===== src/rtl/divider_pkg.sv =====
// Shared constants for the divider family: FSM encoding and default widths.
package divider_pkg;
  typedef enum logic [1:0] {
    IDLE = 2'd0,
    CALC = 2'd1,
    DONE = 2'd2
  } state_e;

  localparam int DIV_N = 8;
  localparam int DIV_M = 4;
endpackage


===== src/rtl/divider_seq_ctrl_if.sv =====
// Operand/result handshake bundle for the sequential divider.
interface divider_seq_ctrl_if #(parameter int N = 8, parameter int M = 4);
  logic         in_valid;
  logic         in_ready;
  logic [N-1:0] dividend;
  logic [M-1:0] divisor;
  logic         out_valid;
  logic         out_ready;
  logic [N-1:0] quotient;
  logic [M-1:0] remainder;
  logic         div_zero;
  logic         busy;

  modport master (
    output in_valid, dividend, divisor, out_ready,
    input  in_ready, out_valid, quotient, remainder, div_zero, busy
  );
  modport slave (
    input  in_valid, dividend, divisor, out_ready,
    output in_ready, out_valid, quotient, remainder, div_zero, busy
  );
endinterface


===== src/rtl/divider_step.sv =====
// One restoring-division step: shift in a dividend bit, conditionally subtract.
module divider_step #(parameter int M = 4) (
  input  logic [M-1:0] rem_i,
  input  logic         bit_i,
  input  logic [M-1:0] divisor_i,
  output logic [M-1:0] rem_o,
  output logic         q_o
);
  logic [M:0] t;

  always_comb begin
    t     = {rem_i, bit_i};
    q_o   = (t >= {1'b0, divisor_i});
    // After a successful subtract the result is below the divisor, so M bits hold it;
    // when no subtract happens t < divisor, so its top bit is zero.
    rem_o = q_o ? M'(t - {1'b0, divisor_i}) : t[M-1:0];
  end
endmodule


===== src/rtl/divider_seq_ctrl.sv =====
// Iterative restoring divider: one quotient bit per cycle, valid/ready on both sides.
module divider_seq_ctrl
  import divider_pkg::*;
#(
  parameter int N = DIV_N,
  parameter int M = DIV_M
) (
  input  logic             clk,
  input  logic             rst_n,
  divider_seq_ctrl_if.slave bus
);
  localparam int CW = (N > 1) ? $clog2(N) : 1;

  state_e         state_q, state_d;
  logic [N-1:0]   dsr_q, dsr_d;
  logic [N-1:0]   quo_q, quo_d;
  logic [M-1:0]   dvs_q, dvs_d;
  logic [M-1:0]   rem_q, rem_d;   // partial remainder; the extra compare bit lives only in the step
  logic [CW-1:0]  cnt_q, cnt_d;
  logic           dz_q, dz_d;
  logic [M-1:0]   step_rem;
  logic           step_q;

  divider_step #(.M(M)) u_step (
    .rem_i     (rem_q),
    .bit_i     (dsr_q[N-1]),
    .divisor_i (dvs_q),
    .rem_o     (step_rem),
    .q_o       (step_q)
  );

  always_comb begin
    state_d = state_q;
    dsr_d   = dsr_q;
    quo_d   = quo_q;
    dvs_d   = dvs_q;
    rem_d   = rem_q;
    cnt_d   = cnt_q;
    dz_d    = dz_q;
    case (state_q)
      IDLE: begin
        if (bus.in_valid) begin
          dsr_d = bus.dividend;
          dvs_d = bus.divisor;
          rem_d = '0;
          cnt_d = CW'(N - 1);
          if (bus.divisor == '0) begin
            quo_d   = '1;
            dz_d    = 1'b1;
            state_d = DONE;
          end else begin
            quo_d   = '0;
            dz_d    = 1'b0;
            state_d = CALC;
          end
        end
      end
      CALC: begin
        rem_d = step_rem;
        quo_d = {quo_q[N-2:0], step_q};
        dsr_d = {dsr_q[N-2:0], 1'b0};
        if (cnt_q == '0) state_d = DONE;
        else             cnt_d   = cnt_q - 1'b1;
      end
      DONE: begin
        if (bus.out_ready) state_d = IDLE;
      end
      default: state_d = IDLE;
    endcase
  end

  always_ff @(posedge clk or negedge rst_n) begin
    if (!rst_n) begin
      state_q <= IDLE;
      dsr_q   <= '0;
      quo_q   <= '0;
      dvs_q   <= '0;
      rem_q   <= '0;
      cnt_q   <= '0;
      dz_q    <= 1'b0;
    end else begin
      state_q <= state_d;
      dsr_q   <= dsr_d;
      quo_q   <= quo_d;
      dvs_q   <= dvs_d;
      rem_q   <= rem_d;
      cnt_q   <= cnt_d;
      dz_q    <= dz_d;
    end
  end

  assign bus.in_ready  = (state_q == IDLE);
  assign bus.busy      = (state_q == CALC) || (state_q == DONE);
  assign bus.out_valid = (state_q == DONE);
  assign bus.quotient  = quo_q;
  assign bus.remainder = rem_q;
  assign bus.div_zero  = dz_q;
endmodule


===== src/flat_wrapper.sv =====
// flat-port wrapper written by rule: the top's interface ports become plain ports
module divider_seq_ctrl_flat import divider_pkg::*;
#(
  parameter int N = DIV_N,
  parameter int M = DIV_M
)
  (clk, rst_n, bus_in_valid, bus_dividend, bus_divisor, bus_out_ready, bus_in_ready, bus_out_valid, bus_quotient, bus_remainder, bus_div_zero, bus_busy);
  divider_seq_ctrl_if #(.N(N), .M(M)) bus_i ();
  input  logic clk;
  input  logic rst_n;
  input wire logic [$bits(bus_i.in_valid)-1:0] bus_in_valid;
  input wire logic [$bits(bus_i.dividend)-1:0] bus_dividend;
  input wire logic [$bits(bus_i.divisor)-1:0] bus_divisor;
  input wire logic [$bits(bus_i.out_ready)-1:0] bus_out_ready;
  output wire logic [$bits(bus_i.in_ready)-1:0] bus_in_ready;
  output wire logic [$bits(bus_i.out_valid)-1:0] bus_out_valid;
  output wire logic [$bits(bus_i.quotient)-1:0] bus_quotient;
  output wire logic [$bits(bus_i.remainder)-1:0] bus_remainder;
  output wire logic [$bits(bus_i.div_zero)-1:0] bus_div_zero;
  output wire logic [$bits(bus_i.busy)-1:0] bus_busy;
  assign bus_i.in_valid = bus_in_valid;
  assign bus_i.dividend = bus_dividend;
  assign bus_i.divisor = bus_divisor;
  assign bus_i.out_ready = bus_out_ready;
  assign bus_in_ready = bus_i.in_ready;
  assign bus_out_valid = bus_i.out_valid;
  assign bus_quotient = bus_i.quotient;
  assign bus_remainder = bus_i.remainder;
  assign bus_div_zero = bus_i.div_zero;
  assign bus_busy = bus_i.busy;
  divider_seq_ctrl #(.N(N), .M(M)) u_core (.clk(clk), .rst_n(rst_n), .bus(bus_i));
endmodule

===== config.mk =====
export PLATFORM = sky130hd
export DESIGN_NAME = divider_seq_ctrl_flat
export DESIGN_NICKNAME = d
export VERILOG_FILES = /design/src/rtl/divider_pkg.sv /design/src/rtl/divider_seq_ctrl_if.sv /design/src/rtl/divider_step.sv /design/src/rtl/divider_seq_ctrl.sv /design/src/flat_wrapper.sv
export SDC_FILE = /design/constraint.sdc
export NUM_CORES = 1
export LEC_CHECK = 0
export CORE_MARGIN = 10
export CORE_UTILIZATION = 45
export CTS_CLUSTER_SIZE = 20
export DETAILED_ROUTE_END_ITERATION = 7
export PLACE_DENSITY = 0.73
export SLEW_MARGIN = 10
export SYNTH_ARGS = -nofsm -noshare
export SYNTH_HDL_FRONTEND = slang
export SYNTH_SLANG_ARGS = --single-unit
export TNS_END_PERCENT = 1

===== constraint.sdc =====
create_clock -name clk -period 1.6 [get_ports clk]
set_input_delay 0.48 -clock clk [delete_from_list [all_inputs] [get_ports clk]]
set_output_delay 0.48 -clock clk [all_outputs]
set_load 0.01 [all_outputs]

==> run metrics <==
Clk pwr share 13.4%; Setup CP Type reg -> reg; final hold slack 482 ps; Reg clk slew, reported paths ~70 ps; # diodes 0; ANT nets after route 0; Max Slew Vio Count 0; initial cell density of the core a little under half; vias between 1k and 1.5k; hold depth 2; sw frac 40.0%; RSZ-0062 raised after global routing true; htree depth 2; Hold Path Class reg -> reg; GRT overflow 0; top post-synthesis cells by count dfrtp_1 (30), nand2_1 (24), o21ai_0 (21), a21oi_1 (14), inv_1 (12); Design Area, Final 2430 sq um; Die H 80.8 microns; pin count of the biggest net entering global routing 31; clk root buf clkbuf_8; crit path max-delay cell type dfrtp_1; global-route wire length before repair 6.64 mm; Crit path max-delay family compound AO/OA/AOI/OAI gates; Synth Instances 170; vias in the first global route 1482; top-area cell type share of the netlist area 45.1%; row cnt 22; Mapped Area 1660 sq um; initial antenna violation count 0; sequential area share after synthesis 45.1%; Avg Inst Size Synth 9.78 sq um; CP peak stage delay 390 ps; cell accounting for the most synthesized area dfrtp_1; P&R area growth vs syn 45.9%; Cell Pwr Density 1960 nW/um^2; All-Layer GR Usage 12.8%; synth warn 0; Iter 0 DRT Violations 88; P_leak 1.12 nW; share of post-route cells with drive strength above 1 31.4%; Gate power share between 60% and 70%; Critical Path, Cell by Cell buf_6, ha_4, or2_4, a211oi_4, buf_4, or4_4, o311ai_2; dpl cell area approximately 2200 sq um; Hold Vio Cnt, Final 0; WL final 4.18 mm; Hold Path Origin u_core.dsr_q[6]$_DFFE_PN0P_; outcome finished with violations; Reg power frac a little over a quarter; TritonCTS Sinks 30; crit path time final 1800 ps; Startpoint Class register; worst path bufs/invs 2; Peak VDD IR around 990 uV; # hold bufs at CTS 0; top post-synthesis cells by area dfrtp_1 (45%), ha_1 (6.8%), o21ai_0 (6.3%); total power approximately 4.7 mW; total CTS buffers 5; Core ar. about 3600 sq um; clk buf depth 2; Clock Latency Late Sink 290 ps; Vias per Instance between 5 and 6; Slew headroom around 83%; main flop type after synthesis dfrtp_1; Tcrit/Tclk final 113%; final setup fails 13; die width slightly above 80 microns; Crit path depth 7; WP data arrival 1960 ps; TritonCTS clock tree done; final setup TNS -1080 ps; IO Count 32; die area 6530 sq um; Crit. End Element register; Syn Nets 196; max cap viols 0; Remaining DRCs 0; Pre-antenna DRT Iters 4; Layout Skew 5.47 ps; ys async rst share 100%; Required @ worst endpoint roughly 1800 ps; RePlAce Congestion 0.858; Port Buf Inserts 31; Filler Cell Count approximately 280; failing checks negative setup slack; worst setup margin -202 ps; fmax 555 MHz; Max Fanout on Critical Path 4; post-DP HPWL 3.08 mm; Critical R2R Launch u_core.bus.remainder[1]$_DFFE_PN0P_; most instantiated library cell after synthesis dfrtp_1; flop and latch count out of synthesis 30; net load switching power 1.90 mW; R2R cell count 7; EDFF count, synth 0; Worst Tran Pin Value between 200 and 250 ps; nets 254; CP Launch Point u_core.bus.remainder[1]$_DFFE_PN0P_; Yosys cell types 39; internal power 2.84 mW; drt wl/cell 15.1 microns
==> path summary, 6_finish.rpt <==
| check | slack, ps | to |
|---|---|---|
| setup / recovery | -200 | u_core.bus.remainder[0]$_DFFE_PN0P_ |
| hold / removal | 480 | u_core.dsr_q[6]$_DFFE_PN0P_ |
| hold reg to reg | 480 | u_core.dsr_q[6]$_DFFE_PN0P_ |
| max in group asynchronous | 850 | u_core.bus.remainder[0]$_DFFE_PN0P_ |
| setup reg to reg | -200 | u_core.bus.remainder[0]$_DFFE_PN0P_ |
| min in group asynchronous | 570 | u_core.dsr_q[5]$_DFFE_PN0P_ |
==> layout make-up <==
class                           count  area, sq um  area share [%]
Clock buffer                        6         82.6            3.40
Clock inverter                      2         12.5           0.516
Inverter                           12         45.0            1.86
Multi-Input combinational cell    120          942            38.8
Sequential cell                    30          752            31.0
Tap cell                           48         60.1            2.48
Timing Repair Buffer               59          532            21.9
==> flip-flops by register name, summed over array words and instances, names as in the netlist <==
register	cells
u_core.cnt_q	3
u_core.dsr_q	8
u_core.bus.div_zero	1
u_core.bus.quotient	8
u_core.dvs_q	4
u_core.state_q	2
u_core.bus.remainder	4
==> logic make-up (layout without fill, tap and decap cells) <==
logic type                 count (synthesis)  after routing  synth area share [%]
xor gates and xnor gates                   1              1                 0.527
AOI/OAI and AO/OA                         53             53                  19.7
buffers and inverters                     20             79                  5.64
muxes                                     11             11                  6.92
DFF                                       30             30                  45.1
and+or+nand+nor                           45             45                  14.1
adders and majority gates                 10             10                  7.98
==> stage by stage <==
| stage | setup slack [ps] | instances | utilization, % |
|---|---|---|---|
| floorplan | -55.4 | 170 | - |
| global placement | -335 | 265 | 61.4 |
| detailed placement | -396 | 265 | 61.4 |
| CTS | -189 | 275 | 64.4 |
| global route | -270 | 277 | 67.3 |
| finish | -202 | 277 | 67.3 |
==> cell usage in the layout, fill, tap and decap left out, types with 7 or more instances in the layout <==
cell,instances
dlygate4sd2_1,10
a21oi_1,13
o21ai_1,9
dfrtp_1,29
buf_4,23
clkdlybuf4s50_1,15
o21ai_0,12
inv_1,9
mux2i_1,7
nand2_1,24
==> worst register-to-register path, stage by stage, from the launching register on <==
cell and delay [ps]:
dfrtp_1 390, buf_6 120, ha_4 250, or2_4 240, a211oi_4 310, buf_4 170
or4_4 110, o311ai_2 90
==> metal layers <==
metal  global-route usage (%)  wire (microns)
met5                        0               0
met4                     5.02              59
met3                     6.07             359
met2                     21.4            2010
met1                     13.9            1740
==> power by group through the flow <==
stage	Sequential [mW]	Combinational, mW	Clock [mW]
final	1.25	2.86	0.637
after global placement	1.23	2.41	0
after CTS	1.24	2.52	0.655
after detailed placement	1.25	2.52	0
after floorplan	1.25	1.42	0
after global routing	1.30	3.14	0.689
==> repair_timing <==
action / CTS / global route
buffers inserted: 2 / 2
resized for setup: 40 / 25
endpoints found under the setup margin: 37 / 32
pin swaps: 0 / 4
hold endpoints to repair: 0 / 0
No activity file was read; power rests on OpenSTA's default activity.
